==> src/rtl/audio_in_reader.sv <==
// audio_in_reader: pops L/R pairs from the ADC-side FIFO, averages them to mono for a valid/ready
// port and tracks per-block peak magnitude. Optional feature macro: AUDIO_IN_DROP_EN.
module audio_in_reader #(
    parameter int SAMPLE_W   = 32,
    parameter int BLOCK_LOG2 = 10
) (
    input  logic                CLOCK_50,
    input  logic                reset,
    input  logic                audio_in_available,
    input  logic [SAMPLE_W-1:0] left_channel_audio_in,
    input  logic [SAMPLE_W-1:0] right_channel_audio_in,
    output logic                read_audio_in,
    output logic [SAMPLE_W-1:0] sample_out,
    output logic                sample_valid,
    input  logic                sample_ready,
    output logic [SAMPLE_W-1:0] peak_level,
    output logic                block_done,
    output logic                overrun
);

    // Handshake: a sample moves downstream on a rising edge where sample_valid && sample_ready;
    // sample_out holds steady while sample_valid is high, and sample_ready is ignored while it is low.
    typedef enum logic [2:0] {
        S_WAIT,
        S_POP,
        S_HOLD,
        S_DPOP,
        S_DGAP
    } state_t;

    localparam logic [SAMPLE_W-1:0] MOST_NEG = {1'b1, {(SAMPLE_W-1){1'b0}}};

    state_t                state;
    state_t                next_state;
    logic                  read_q;
    logic                  transfer;
    logic                  capture;
    logic [SAMPLE_W:0]     sum;
    logic [SAMPLE_W-1:0]   mono;
    logic [SAMPLE_W-1:0]   mag;
    logic [SAMPLE_W-1:0]   running;
    logic [SAMPLE_W-1:0]   peak_max;
    logic [BLOCK_LOG2-1:0] blk_cnt;

    // One extra sign bit makes the sum exact; dropping bit 0 is the arithmetic halving.
    assign sum      = {left_channel_audio_in[SAMPLE_W-1], left_channel_audio_in}
                    + {right_channel_audio_in[SAMPLE_W-1], right_channel_audio_in};
    assign mono     = sum[SAMPLE_W:1];
    assign transfer = sample_valid && sample_ready;
    assign capture  = (state == S_POP) || (state == S_DPOP);
    assign peak_max = (mag > running) ? mag : running;

    always_comb begin
        mag = mono;
        if (mono == MOST_NEG) begin
            mag = ~MOST_NEG;
        end else if (mono[SAMPLE_W-1]) begin
            mag = -mono;
        end
    end

    always_comb begin
        next_state = state;
        case (state)
            S_WAIT: if (audio_in_available) next_state = S_POP;
            S_POP:  next_state = S_HOLD;
            S_HOLD: begin
                if (transfer) begin
                    next_state = S_WAIT;
                end
`ifdef AUDIO_IN_DROP_EN
                else if (audio_in_available) begin
                    next_state = S_DPOP;
                end
`endif
            end
            S_DPOP: next_state = S_DGAP;
            S_DGAP: next_state = (transfer || !sample_valid) ? S_WAIT : S_HOLD;
            default: next_state = S_WAIT;
        endcase
    end

    always_ff @(posedge CLOCK_50) begin
        if (reset) begin
            state        <= S_WAIT;
            read_q       <= 1'b0;
            sample_out   <= '0;
            sample_valid <= 1'b0;
            peak_level   <= '0;
            block_done   <= 1'b0;
            running      <= '0;
            blk_cnt      <= '0;
        end else begin
            state      <= next_state;
            read_q     <= (next_state == S_POP) || (next_state == S_DPOP);
            block_done <= 1'b0;
            if (state == S_POP) begin
                sample_out   <= mono;
                sample_valid <= 1'b1;
            end else if (transfer) begin
                sample_valid <= 1'b0;
            end
            // The sample that wraps the counter still belongs to the block being closed.
            if (capture) begin
                blk_cnt <= blk_cnt + 1'b1;
                if (&blk_cnt) begin
                    peak_level <= peak_max;
                    running    <= '0;
                    block_done <= 1'b1;
                end else begin
                    running <= peak_max;
                end
            end
        end
    end

    // Gate the strobe so the FIFO is never popped while reset is being applied.
    assign read_audio_in = read_q && !reset;

`ifdef AUDIO_IN_DROP_EN
    logic overrun_q;

    always_ff @(posedge CLOCK_50) begin
        if (reset) begin
            overrun_q <= 1'b0;
        end else if (state == S_DPOP) begin
            overrun_q <= 1'b1;
        end
    end

    assign overrun = overrun_q;
`else
    assign overrun = 1'b0;
`endif

endmodule

==> config.mk <==
export PLATFORM = sky130hd
export DESIGN_NAME = audio_in_reader
export DESIGN_NICKNAME = d
export VERILOG_FILES = /design/src/rtl/audio_in_reader.sv
export SDC_FILE = /design/constraint.sdc
export NUM_CORES = 1
export LEC_CHECK = 0
export CORE_MARGIN = 3
export CORE_UTILIZATION = 52
export CTS_CLUSTER_DIAMETER = 40
export DETAILED_ROUTE_END_ITERATION = 10
export DONT_BUFFER_PORTS = 1
export PLACE_DENSITY = 0.66
export SLEW_MARGIN = 20
export SYNTH_ARGS = -nofsm -noshare
export SYNTH_HDL_FRONTEND = slang
export SYNTH_SLANG_ARGS = --single-unit
==> constraint.sdc <==
create_clock -name CLOCK_50 -period 13.35 [get_ports CLOCK_50]
set_input_delay 1.335 -clock CLOCK_50 [delete_from_list [all_inputs] [get_ports CLOCK_50]]
set_output_delay 1.335 -clock CLOCK_50 [all_outputs]
set_load 0.01 [all_outputs]
# After elaboration in Yosys (flattened, before gate mapping)
# Cells that the tools add are included.
[classes] order_cmp=1 addsub=3 n_eq_ne=7 bitwise_logic=1 reduce_logical=12 n_mux=11
[op_table] cell="$mux 32" n=4
[op_table] cell="$add 32x32->33" n=1
[op_table] cell="$eq 32x32->1 const B" n=1
[op_table] cell="$gt 32x32->1" n=1
[op_table] cell="$neg 32->32" n=1
[op_table] cell="$pmux 3 s5" n=1
[op_table] cell="$reduce_and 11->1" n=1
[op_table] cell="$add 10x1->10 const B" n=1
[op_table] cell="$reduce_and 10->1" n=1
[op_table] cell="$eq 3x2->1 const B" n=3
[op_table] cell="$eq 3x1->1 const B" n=2
[op_table] cell="$mux 3" n=2
[op_table] cell="$eq 3x3->1 const B" n=1
[op_table] cell="$logic_not 3->1" n=1
[op_table] cell="$logic_or 1x1->1" n=3
[op_table] cell="$mux 1" n=3
[op_table] cell="$logic_and 1x1->1" n=2
[op_table] cell="$logic_not 1->1" n=2
[op_table] cell="$mux 2" n=1
[op_table] cell="$reduce_bool 2->1" n=1
[op_table] cell="$reduce_or 2->1" n=1
[op_table] cell="$not 1->1" n=1
[word_totals] out_inout_bits=68 register_bits=112 wordCells=43 input_bits=68

# Longest topological paths before layout
# Gate-level depths: netlist of run 1.
[logic_depth] ltp_word=7 mapped_depth=28

# Worst setup path before layout of run 1
# OpenSTA, ideal clock, no wires.
[synth_path] kind="in2reg" startpoint="input left_channel_audio_in[4]" endpoint="register running[21]" setup_ns=0.060 cell_stages=28 arrival_ns=6.888 slack_ns=6.402 cell_sequence="ha_1 buf_6 a21o_1 and2_4 buf_6 o31a_1 o31ai_1 a2111oi_0 o32a_1 clkbuf_1 a211oi_2 nand4b_1 clkbuf_1 nand2_1 ha_1 a21o_1 a21o_1 a21oi_1 o21a_1 o211ai_1 a221o_1 nor2_1 a31oi_1 o21ai_1 nor2b_1 buf_1 clkbuf_1 a22o_1"
[synth_via] elab_chain_cells=7
[synth_lines] item="start: declaration" line="10" source="input logic [SAMPLE_W-1:0] left_channel_audio_in,"
[synth_lines] item="$add 32x32->33 *" line="47" source="+ {right_channel_audio_in[SAMPLE_W-1], right_channel_audio_in};"
[synth_lines] item="$neg 32->32" line="58" source="mag = -mono;"
[synth_lines] item="$mux 32" line="57" source="end else if (mono[SAMPLE_W-1]) begin"
[synth_lines] item="$mux 32 *" line="55" source="if (mono == MOST_NEG) begin"
[synth_lines] item="$gt 32x32->1" line="51" source="assign peak_max = (mag > running) ? mag : running;"
[synth_lines] item="$mux 32 *" line="51"
[synth_lines] item="$mux 32 *" line="106" source="if (&blk_cnt) begin"
[synth_lines] item="end signal: assignment" line="111" source="running <= peak_max;"
[synth_lines] item="end: declaration" line="41" source="logic [SAMPLE_W-1:0] running;"
# Every way passes the cells marked *; elsewhere a longest branch is shown, timed or not.
# A chain may end at the register's enable or synchronous reset.

# Worst setup path in the final report of run 1
[layout_path] startpoint="input left_channel_audio_in[6]" endpoint="register running[31]"
# Same word-level chain as after synthesis.

==> flow_metrics.env, run 1 <==
export IMPL_drive_above_1_share=0.0524
export IMPL_outcome="finished, final reports clean"
export IMPL_crit_chain="ha_1 -> nand4_1 -> nor3_1 -> o31a_1 -> o31ai_1 -> a2111oi_0 -> o32a_1 -> a211oi_2 -> nand4b_1 -> buf_4 -> nand2_1 -> ha_1 -> nand4_1 -> nor3_1 -> o21ai_0 -> o211ai_1 -> a221o_1 -> nor2_1 -> a31o_2 -> nor2_1 -> a22oi_1 -> nor2_1"
export IMPL_critPathKind="in -> reg"
export IMPL_cp_arrival_ns=8.06
export IMPL_wl_per_cell_um=17.7
export IMPL_viasPerCell=6.14
export IMPL_vias=7623
export IMPL_final_nets=1160
export IMPL_stdcell_area_um2=8560
export IMPL_grt_use_total=0.246
export IMPL_critPathLaunch="left_channel_audio_in[6]"
export IMPL_antenna_found_initial=0
export IMPL_die_h_um=131
export IMPL_cts_resized=0
export IMPL_yosysSeqAreaShare=0.275
export IMPL_dieArea_um2=17200
export IMPL_placedInstanceArea_um2=8260
export IMPL_fin_cells=1242
export IMPL_top_usage_layer="met2"
export IMPL_max_freq_mhz=129
export IMPL_clockBufferDepth=2
export IMPL_rsz0062_at_grt="no"
export IMPL_whs_ns=0.478
export IMPL_report_final_slew_viol_count=0
export IMPL_setup_viol=0
export IMPL_ir_drop_mv=0.0646
export IMPL_worst_pin_slew_ns=1.16
export IMPL_cts_buffers=9
export IMPL_synth_area_um2=8160
export IMPL_synth_edff_count=0
export IMPL_grt_overflow=0
export IMPL_ys_types=85
export IMPL_power_density_nw_per_um2=126
export IMPL_postRouteAntennaNets=0
export IMPL_multiInputGateArea_um2=5520
export IMPL_initial_utilization=0.535
export IMPL_yosysWarningCount=0
export IMPL_r2r_cells=12
export IMPL_first_iter_violations=628
export IMPL_clock_latency_ns=0.37
export IMPL_cts_tree="yes"
export IMPL_area_growth_pct=4.89
export IMPL_clkTransAtPathRegs_ns=0.08
export IMPL_p_total_mw=1.08
export IMPL_wl_um=22000
export IMPL_grt_use_met1=0.359
export IMPL_core_um2=15300
export IMPL_io_pin_count=136
export IMPL_use_met2=0.369
export IMPL_grt_max_degree=70
export IMPL_fillers=1502
export IMPL_pre_cts_slack_ns=5.32
export IMPL_hold_path_depth=1
export IMPL_crit_end="running[31]"
export IMPL_worst_clock_skew_ns=0.0131
export IMPL_htree_levels=3
export IMPL_num_antenna_cells=0
export IMPL_worstPathMaxFanout=35
export IMPL_synthFlopType="dfxtp_1"
export IMPL_fp_row_count=45
export IMPL_port_buffers=0
export IMPL_hold_violations=0
export IMPL_fin_util=0.561
export IMPL_max_stage_delay_ns=0.93
export IMPL_grtUsageMet3=0.0456
export IMPL_dp_hpwl_um=16800
export IMPL_synthCells=1064
export IMPL_cp_common_cell="nor2_1"
export IMPL_hp_class="reg -> reg"
export IMPL_worst_slack_ns=5.59
export IMPL_p_leak_nw=3.37
export IMPL_cp_slowest_cell="nor2_1"
export IMPL_r2r_start="running[14]"
export IMPL_synth_seq_cells=112
export IMPL_regArea_um2=2240
export IMPL_drc_errors=0
export IMPL_ys_async_sr_fraction=0
export IMPL_cts_root_buf="clkbuf_16"
export IMPL_fin_crit_sh=0.581
export IMPL_worstSetupEndpointType="register"
export IMPL_start_kind="input pin"
export IMPL_critPathRequiredTime_ns=13.65
export IMPL_syn_nets=1198
export IMPL_gp_congestion=0.956
export IMPL_ctsHoldBuffers=0
export IMPL_maxSlewHeadroom=0.221
export IMPL_postCtsSetupBuffers=0
export IMPL_numPlacedInstances=1226
export IMPL_rrSetupSlack_ns=9.91
export IMPL_setup_tns_ns=0
export IMPL_drtPass1Iterations=5
export IMPL_grt_pass1_wl_um=35400
export IMPL_maxCapViolations=0
export IMPL_grt_pass1_vias=6867
export IMPL_r2r_end="running[31]"
export IMPL_dieWidth_um=131
export IMPL_cts_sinks=112
export IMPL_syn_area_per_cell_um2=7.67
export IMPL_min_period_ns=7.76
-- cell usage after synthesis (8+ instances only) --
cell type,count,share of area
nor2b_1,10,0.0077
nand2b_1,9,0.0069
clkbuf_1,43,0.020
nand3_1,18,0.011
xor2_1,26,0.028
a32o_1,8,0.0098
a211oi_1,10,0.0092
inv_1,42,0.019
dfxtp_1,112,0.27
mux2i_1,9,0.011
xnor2_1,28,0.030
a22oi_1,16,0.015
nor2_1,91,0.042
buf_2,9,0.0055
nor3_1,24,0.015
a22o_1,24,0.026
a21oi_1,98,0.060
ha_1,65,0.10
a21o_1,27,0.025
nand4_1,24,0.018
o21ai_0,52,0.032
and3_1,9,0.0069
nand2_1,161,0.074
-- worst max-delay path: cells and delay by family --
kind / cells / cell delay, ns
adders and majority gates: 2 / 0.83
buffers and inverters: 1 / 0.34
AOI/OAI and AO/OA: 10 / 2.99
and+or+nand+nor: 9 / 2.54
-- state kept, by name (all words and copies together), names as in the netlist --
| register | flops |
|---|---|
| state | 3 |
| sample_valid | 1 |
| read_q | 1 |
| sample_out | 32 |
| block_done | 1 |
| running | 32 |
| blk_cnt | 10 |
| peak_level | 32 |
-- worst min path at each step --
stage                        startpoint       endpoint  slack [ns]
final                       running[24]    running[24]        0.48
after global routing      peak_level[3]  peak_level[3]        0.50
after CTS                   running[23]    running[23]        0.48
after detailed placement    running[24]    running[24]        0.46
after global placement      running[22]    running[22]        0.46
after floorplan             running[14]    running[14]        0.44
-- cells by family after synthesis --
logic type / Yosys count / share of synthesized area
compound gates: 320 / 0.267
xor+xnor: 54 / 0.0580
fa+ha+maj: 66 / 0.102
buf+inv: 101 / 0.0511
flops: 112 / 0.275
mux: 11 / 0.0138
other cells: 1 / 0.000460
simple gates: 399 / 0.233
-- power by group --
group	internal [mW]	switching [mW]
Combinational	0.158	0.268
Clock	0.148	0.135
Sequential	0.352	0.0154
-- per-layer routing --
metal  vias to the layer above  share of wire
met4                         0          0.022
met3                        35          0.070
met5                         -              0
met2                       283           0.42
met1                      3523           0.48
li1                       3782              -
-- cells in the final DEF, fill, tap and decap left out, drive strengths merged, types with 8 or more instances in the layout --
cell and n:
inv 44, nand2b 9, nor2b 10, a22oi 16, nor3 24, nand4 24
clkbuf 9, a21oi 101, xnor2 28, buf 10, dfxtp 112, nand2 161
xor2 26, a21o 27, a31oi 8, o21ai 59, a22o 24, mux2i 9
a211oi 11, nor2 91, nand3 18, ha 65, and3 9, o31ai 8
nor4 9, a32o 8
-- final cells by class --
class | count | share of cell area
multi-input combinational | 851 | 0.644
sequential | 112 | 0.262
tap | 211 | 0.0308
clock buffer | 9 | 0.0263
inverter | 42 | 0.0184
clock inverter | 7 | 0.00921
timing repair buffer | 10 | 0.00877
Note: power is estimated with default switching activity, not from simulation.
==> inputs of run 2 (changes only) <==
--- a/config.mk
+++ b/config.mk
@@ -10,7 +10,7 @@
 export CTS_CLUSTER_DIAMETER = 40
 export DETAILED_ROUTE_END_ITERATION = 10
 export DONT_BUFFER_PORTS = 1
-export PLACE_DENSITY = 0.66
+export PLACE_DENSITY = 0.69
 export SLEW_MARGIN = 20
 export SYNTH_ARGS = -nofsm -noshare
 export SYNTH_HDL_FRONTEND = slang
==> constraint.sdc (replaced) <==
create_clock -name CLOCK_50 -period 6.5 [get_ports CLOCK_50]
set_input_delay 0.65 -clock CLOCK_50 [delete_from_list [all_inputs] [get_ports CLOCK_50]]
set_output_delay 0.65 -clock CLOCK_50 [all_outputs]
set_load 0.01 [all_outputs]
==> run 2 against run 1 <==
  * Via count up 4.6%
  * Critical endpoint is now peak_level[28]
  * Combinational power grew 130%
  * Non-clock buffer count grew 64
  * Clock power increased by 110%
  * Highest routed layer unchanged
  * Routed wire length rose by 3.5%
  * Setup slack worse by 5.3 ns
  * First-iteration DRC count down 4.5%
==> flow_metrics.env, run 2 (synthesis results as in run 1) <==
export IMPL_r2r_cells=15
export IMPL_dieWidth_um=131
export IMPL_antenna_found_initial=0
export IMPL_vias=7971
export IMPL_drc_errors=0
export IMPL_hp_class="in -> reg"
export IMPL_pre_cts_slack_ns=-0.0191
export IMPL_core_um2=15300
export IMPL_top_regs="peak_level (32), running (32), sample_out (32)"
export IMPL_wl_um=22700
export IMPL_pwr_share_comb=0.420
export IMPL_fp_row_count=45
export IMPL_critPathLaunch="left_channel_audio_in[7]"
export IMPL_swShare=0.377
export IMPL_power_density_nw_per_um2=255
export IMPL_r2r_start="running[9]"
export IMPL_io_pin_count=136
export IMPL_maxSlewHeadroom=0.532
export IMPL_clkPwrFrac=0.255
export IMPL_worst_pin_slew_ns=0.699
export IMPL_p_int_mw=1.44
export IMPL_htree_levels=3
export IMPL_cts_root_buf="clkbuf_16"
export IMPL_setup_viol=0
export IMPL_fin_crit_sh=0.950
export IMPL_num_antenna_cells=0
export IMPL_p_leak_nw=3.70
export IMPL_grt_pass1_wl_um=37100
export IMPL_grt_pass1_vias=7352
export IMPL_hold_path_depth=1
export IMPL_ctsHoldBuffers=0
export IMPL_first_iter_violations=600
export IMPL_r2r_end="peak_level[3]"
export IMPL_report_final_slew_viol_count=0
export IMPL_grt_use_total=0.257
export IMPL_area_growth_pct=11.3
export IMPL_worst_clock_skew_ns=0.00968
export IMPL_outcome="finished, final reports clean"
export IMPL_final_cell_mix="nand2_1, dfxtp_1, a21oi_1"
export IMPL_cts_tree="yes"
export IMPL_cts_buffers=9
export IMPL_clock_latency_ns=0.36
export IMPL_start_kind="input pin"
export IMPL_dieArea_um2=17200
export IMPL_worstPathMaxFanout=27
export IMPL_fillers=1444
export IMPL_grt_max_degree=70
export IMPL_rrSetupSlack_ns=3.37
export IMPL_rsz0062_at_grt="no"
export IMPL_viasPerCell=6.10
export IMPL_clkTransAtPathRegs_ns=0.07
export IMPL_grt_overflow=0
export IMPL_hold_end="running[12]"
export IMPL_worstSetupEndpointType="register"
export IMPL_port_buffers=0
export IMPL_hold_violations=0
export IMPL_dp_hpwl_um=17300
export IMPL_postRouteAntennaNets=0
export IMPL_drtPass1Iterations=5
export IMPL_min_period_ns=6.17
export IMPL_final_nets=1224
export IMPL_p_total_mw=2.32
export IMPL_ir_drop_mv=0.158
export IMPL_drive_above_1_share=0.110
export IMPL_cts_sinks=112
export IMPL_final_common_cell="nand2_1"
export IMPL_clockBufferDepth=2
export IMPL_placedInstanceArea_um2=8750
export IMPL_critPathKind="in -> reg"
export IMPL_die_h_um=131
export IMPL_stdcell_area_um2=9080
export IMPL_power_frac_seq=0.325
export IMPL_initial_utilization=0.535
export IMPL_gp_congestion=0.906
export IMPL_maxCapViolations=0
export IMPL_p_sw_mw=0.873
export IMPL_max_freq_mhz=162
export IMPL_critPathRequiredTime_ns=6.79
export IMPL_cp_arrival_ns=6.47
export IMPL_min_from="reset"
export IMPL_worst_slack_ns=0.326
export IMPL_wl_per_cell_um=17.4
==> run 2: cell type report <==
| cell class | instances | area, µm² | area share |
|---|---|---|---|
| Clock buffer | 11 | 253 | 0.0278 |
| Clock inverter | 5 | 62.6 | 0.00689 |
| Inverter | 42 | 158 | 0.0174 |
| Multi-Input combinational cell | 851 | 5530 | 0.609 |
| Sequential cell | 112 | 2240 | 0.247 |
| Tap cell | 211 | 264 | 0.0291 |
| Timing Repair Buffer | 74 | 572 | 0.0630 |
==> run 2: per-layer routing <==
layer	track usage	vias up	wire length, µm
li1	-	3913	-
met5	0	-	0
met3	0.0547	43	1770
met1	0.357	3683	10500
met4	0.0729	0	585
met2	0.403	332	9900
==> run 2: power groups by stage <==
stage	Sequential [mW]	Clock [mW]	Combinational [mW]
after detailed placement	0.769	0	0.943
after global routing	0.757	0.623	1.08
after CTS	0.753	0.601	0.952
final	0.753	0.590	0.972
after global placement	0.769	0	0.935
after floorplan	0.762	0	0.679
==> run 2: worst max-delay path: stages <==
cell      delay, ns
ha_1           0.39
a21oi_1        0.26
o21ai_2        0.13
or2_1          0.27
o21a_1         0.21
o311ai_1       0.40
nor4b_2        0.32
or4b_1         0.60
or3_4          0.47
o311a_1        0.33
a21oi_2        0.19
ha_1           0.17
nand4_1        0.11
nor4_1         0.38
a221o_1        0.21
nor2_1         0.05
a31o_2         0.24
buf_4          0.23
nor2_1         0.58
a221o_1        0.27
==> run 2: worst max-delay path by stage <==
stage | end | slack (ns) | depth (start not counted)
3_3_place_gp | running[8] | 0.05 | 21
5_1_grt | peak_level[0] | 0.04 | 25
3_5_place_dp | running[1] | -0.02 | 21
4_1_cts | running[4] | 0.29 | 21
2_1_floorplan | running[21] | 0.24 | 28
6_report | peak_level[28] | 0.33 | 20
==> run 2: through the flow <==
| stage | setup TNS [ns] | std cells | utilization | hold WS (ns) |
|---|---|---|---|---|
| final | 0 | 1306 | 0.595 | 0.357 |
| after global routing | 0 | 1306 | 0.595 | 0.350 |
| after CTS | 0 | 1306 | 0.594 | 0.356 |
| after detailed placement | -0.104 | 1290 | 0.573 | 0.462 |
| after global placement | 0 | 1290 | 0.573 | 0.458 |
| after floorplan | 0 | 1064 | - | 0.442 |
==> run 2: what timing repair did <==
item                       CTS  global route
gates resized for setup      0             4
setup buffers                0             0
setup endpoints to repair    0            34
==> inputs of run 3 (changes only) <==
--- a/config.mk
+++ b/config.mk
@@ -5,12 +5,13 @@
 export SDC_FILE = /design/constraint.sdc
 export NUM_CORES = 1
 export LEC_CHECK = 0
+export CAP_MARGIN = 20
 export CORE_MARGIN = 3
 export CORE_UTILIZATION = 52
 export CTS_CLUSTER_DIAMETER = 40
 export DETAILED_ROUTE_END_ITERATION = 10
 export DONT_BUFFER_PORTS = 1
-export PLACE_DENSITY = 0.69
+export PLACE_DENSITY_LB_ADDON = 0.12
 export SLEW_MARGIN = 20
 export SYNTH_ARGS = -nofsm -noshare
 export SYNTH_HDL_FRONTEND = slang
==> run 3 against run 2 <==
  * Sequential share of layout area increased by 0.58 points
  * Clock power increased by 4.1%
  * Non-clock buffer count decreased by 29
  * Routed wire length decreased by 0.33%
  * Register-to-register slack improved by 0.08 ns
  * Combinational power decreased by 3.8%
  * Fmax increased by 0.96%
  * Setup slack improved by 0.059 ns
  * Utilization decreased by 1.4 points
  * Global-route usage decreased by 0.34 points
  * First-iteration DRC count increased by 14%
  * Design area decreased by 2.3%
  * Critical endpoint is now running[26]
  * Largest cell class unchanged
  * Largest power group unchanged
  * Highest routed layer unchanged
==> flow_metrics.env, run 3 (synthesis results as in run 1) <==
export IMPL_r2r_end="peak_level[28]"
export IMPL_setup_tns_ns=0
export IMPL_final_common_cell="nand2_1"
export IMPL_p_leak_nw=3.55
export IMPL_final_nets=1195
export IMPL_clock_latency_ns=0.36
export IMPL_stdcell_area_um2=8870
export IMPL_worstPathMaxFanout=55
export IMPL_p_sw_mw=0.865
export IMPL_cp_num_buf_inv=4
export IMPL_fp_row_count=45
export IMPL_grt_max_degree=70
export IMPL_hp_class="in -> reg"
export IMPL_fin_crit_sh=0.941
export IMPL_clkPwrFrac=0.267
export IMPL_pwr_share_comb=0.406
export IMPL_cts_buffers=9
export IMPL_wl_per_cell_um=17.8
export IMPL_swShare=0.376
export IMPL_whs_ns=0.354
export IMPL_final_cell_mix="nand2_1, dfxtp_1, a21oi_1"
export IMPL_p_int_mw=1.44
export IMPL_io_pin_count=136
export IMPL_grt_overflow=0
export IMPL_path_depth=24
export IMPL_power_density_nw_per_um2=260
export IMPL_crit_chain="ha_1 -> inv_1 -> a211oi_1 -> o31ai_4 -> a21oi_2 -> xor2_1 -> nor4b_2 -> nor4b_1 -> nand4b_1 -> buf_12 -> nand2_1 -> ha_1 -> a21o_1 -> a21o_1 -> a21oi_1 -> o21a_1 -> o211ai_1 -> a221o_1 -> nor2_1 -> a31o_2 -> buf_12 -> nor3_1 -> buf_4 -> a22o_1"
export IMPL_start_kind="input pin"
export IMPL_grt_use_total=0.253
export IMPL_top_usage_layer="met2"
export IMPL_worst_pin_slew_ns=0.773
export IMPL_maxSlewHeadroom=0.485
export IMPL_maxCapViolations=0
export IMPL_max_stage_delay_ns=0.63
export IMPL_worst_clock_skew_ns=0.0115
export IMPL_rsz0062_at_grt="no"
export IMPL_r2r_start="state[0]"
export IMPL_die_h_um=131
export IMPL_wl_um=22700
export IMPL_max_freq_mhz=164
export IMPL_viasPerCell=6.08
export IMPL_port_buffers=0
export IMPL_critPathTopFamily="compound AO/OA/AOI/OAI gates"
export IMPL_hold_violations=0
export IMPL_cts_sinks=112
export IMPL_gp_congestion=0.927
export IMPL_drtPass1Iterations=7
export IMPL_fin_util=0.581
export IMPL_grt_pass1_wl_um=36400
export IMPL_critPathKind="in -> reg"
export IMPL_report_final_slew_viol_count=0
export IMPL_setup_viol=0
export IMPL_num_antenna_cells=0
export IMPL_placedInstanceArea_um2=8530
export IMPL_min_period_ns=6.11
export IMPL_power_frac_seq=0.327
export IMPL_worstSetupEndpointType="register"
export IMPL_dp_hpwl_um=17300
export IMPL_grt_pass1_vias=6990
export IMPL_crit_end="running[26]"
export IMPL_postRouteAntennaNets=0
export IMPL_vias=7746
export IMPL_grtUsageMet3=0.0410
export IMPL_critPathRequiredTime_ns=6.75
export IMPL_critPathLaunch="left_channel_audio_in[6]"
export IMPL_core_um2=15300
export IMPL_clockBufferDepth=2
export IMPL_fillers=1454
export IMPL_rrSetupSlack_ns=3.45
export IMPL_ctsHoldBuffers=0
export IMPL_ir_drop_mv=0.148
export IMPL_area_growth_pct=8.71
export IMPL_grt_use_met1=0.366
export IMPL_cts_root_buf="clkbuf_16"
export IMPL_use_met2=0.391
export IMPL_htree_levels=3
export IMPL_cts_tree="yes"
export IMPL_drive_above_1_share=0.0836
export IMPL_outcome="finished, final reports clean"
export IMPL_cp_arrival_ns=6.36
export IMPL_initial_utilization=0.535
export IMPL_clkTransAtPathRegs_ns=0.07
export IMPL_first_iter_violations=681
export IMPL_dieArea_um2=17200
export IMPL_cp_slowest_cell="nor4b_1"
export IMPL_r2r_cells=8
export IMPL_drc_errors=0
export IMPL_dieWidth_um=131
export IMPL_antenna_found_initial=0
export IMPL_top_regs="peak_level (32), running (32), sample_out (32)"
[run 3: worst register-to-register path: cells and delay by family, from the launching register on]
family	cells	cell delay [ns]
DFF	1	0.39
AOI/OAI and AO/OA	1	0.25
and+or+nand+nor	6	2.13
buffers and inverters	1	0.22
[run 3: through the flow]
stage               setup WS (ns)  total power, mW  instances
floorplan                   0.237             1.44       1064
global placement          0.00102             1.68       1260
detailed placement        -0.0454             1.69       1260
CTS                         0.286             2.30       1274
global route               0.0259             2.44       1275
finish                      0.385             2.30       1275
[run 3: timing repair]
item / in CTS / in global routing
gates resized for setup: 0 / 2
endpoints found under the hold margin: 0 / 0
endpoints found under the setup margin: 0 / 15
setup buffers: 0 / 1
[run 3: metal layers]
metal | up-vias | wire (µm)
li1 | 3836 | -
met5 | - | 0
met1 | 3596 | 10800
met3 | 28 | 1530
met4 | 0 | 367
met2 | 286 | 9960
[run 3: worst min path at each step]
| stage | cells after the start | from | endpoint |
|---|---|---|---|
| finish | 1 | reset | running[15] |
| global placement | 2 | blk_cnt[1] | blk_cnt[1] |
| detailed placement | 1 | running[14] | running[14] |
| CTS | 1 | reset | sample_out[12] |
| global route | 1 | reset | running[31] |
| floorplan | 1 | running[14] | running[14] |
[run 3: power groups by stage]
stage	Combinational [mW]	Clock [mW]	Sequential, mW
finish	0.935	0.614	0.754
global route	1.04	0.644	0.758
CTS	0.924	0.627	0.754
detailed placement	0.918	0	0.770
global placement	0.911	0	0.769
floorplan	0.679	0	0.762
[run 3: final cells by class]
cell class	count	area, µm²	area share
flip-flops and latches	112	2240	0.253
inverters	42	158	0.0178
well taps	211	264	0.0298
clock buffers	10	239	0.0269
repair buffers	45	363	0.0409
multi-input cells	851	5530	0.623
clock inverters	4	78.8	0.00889
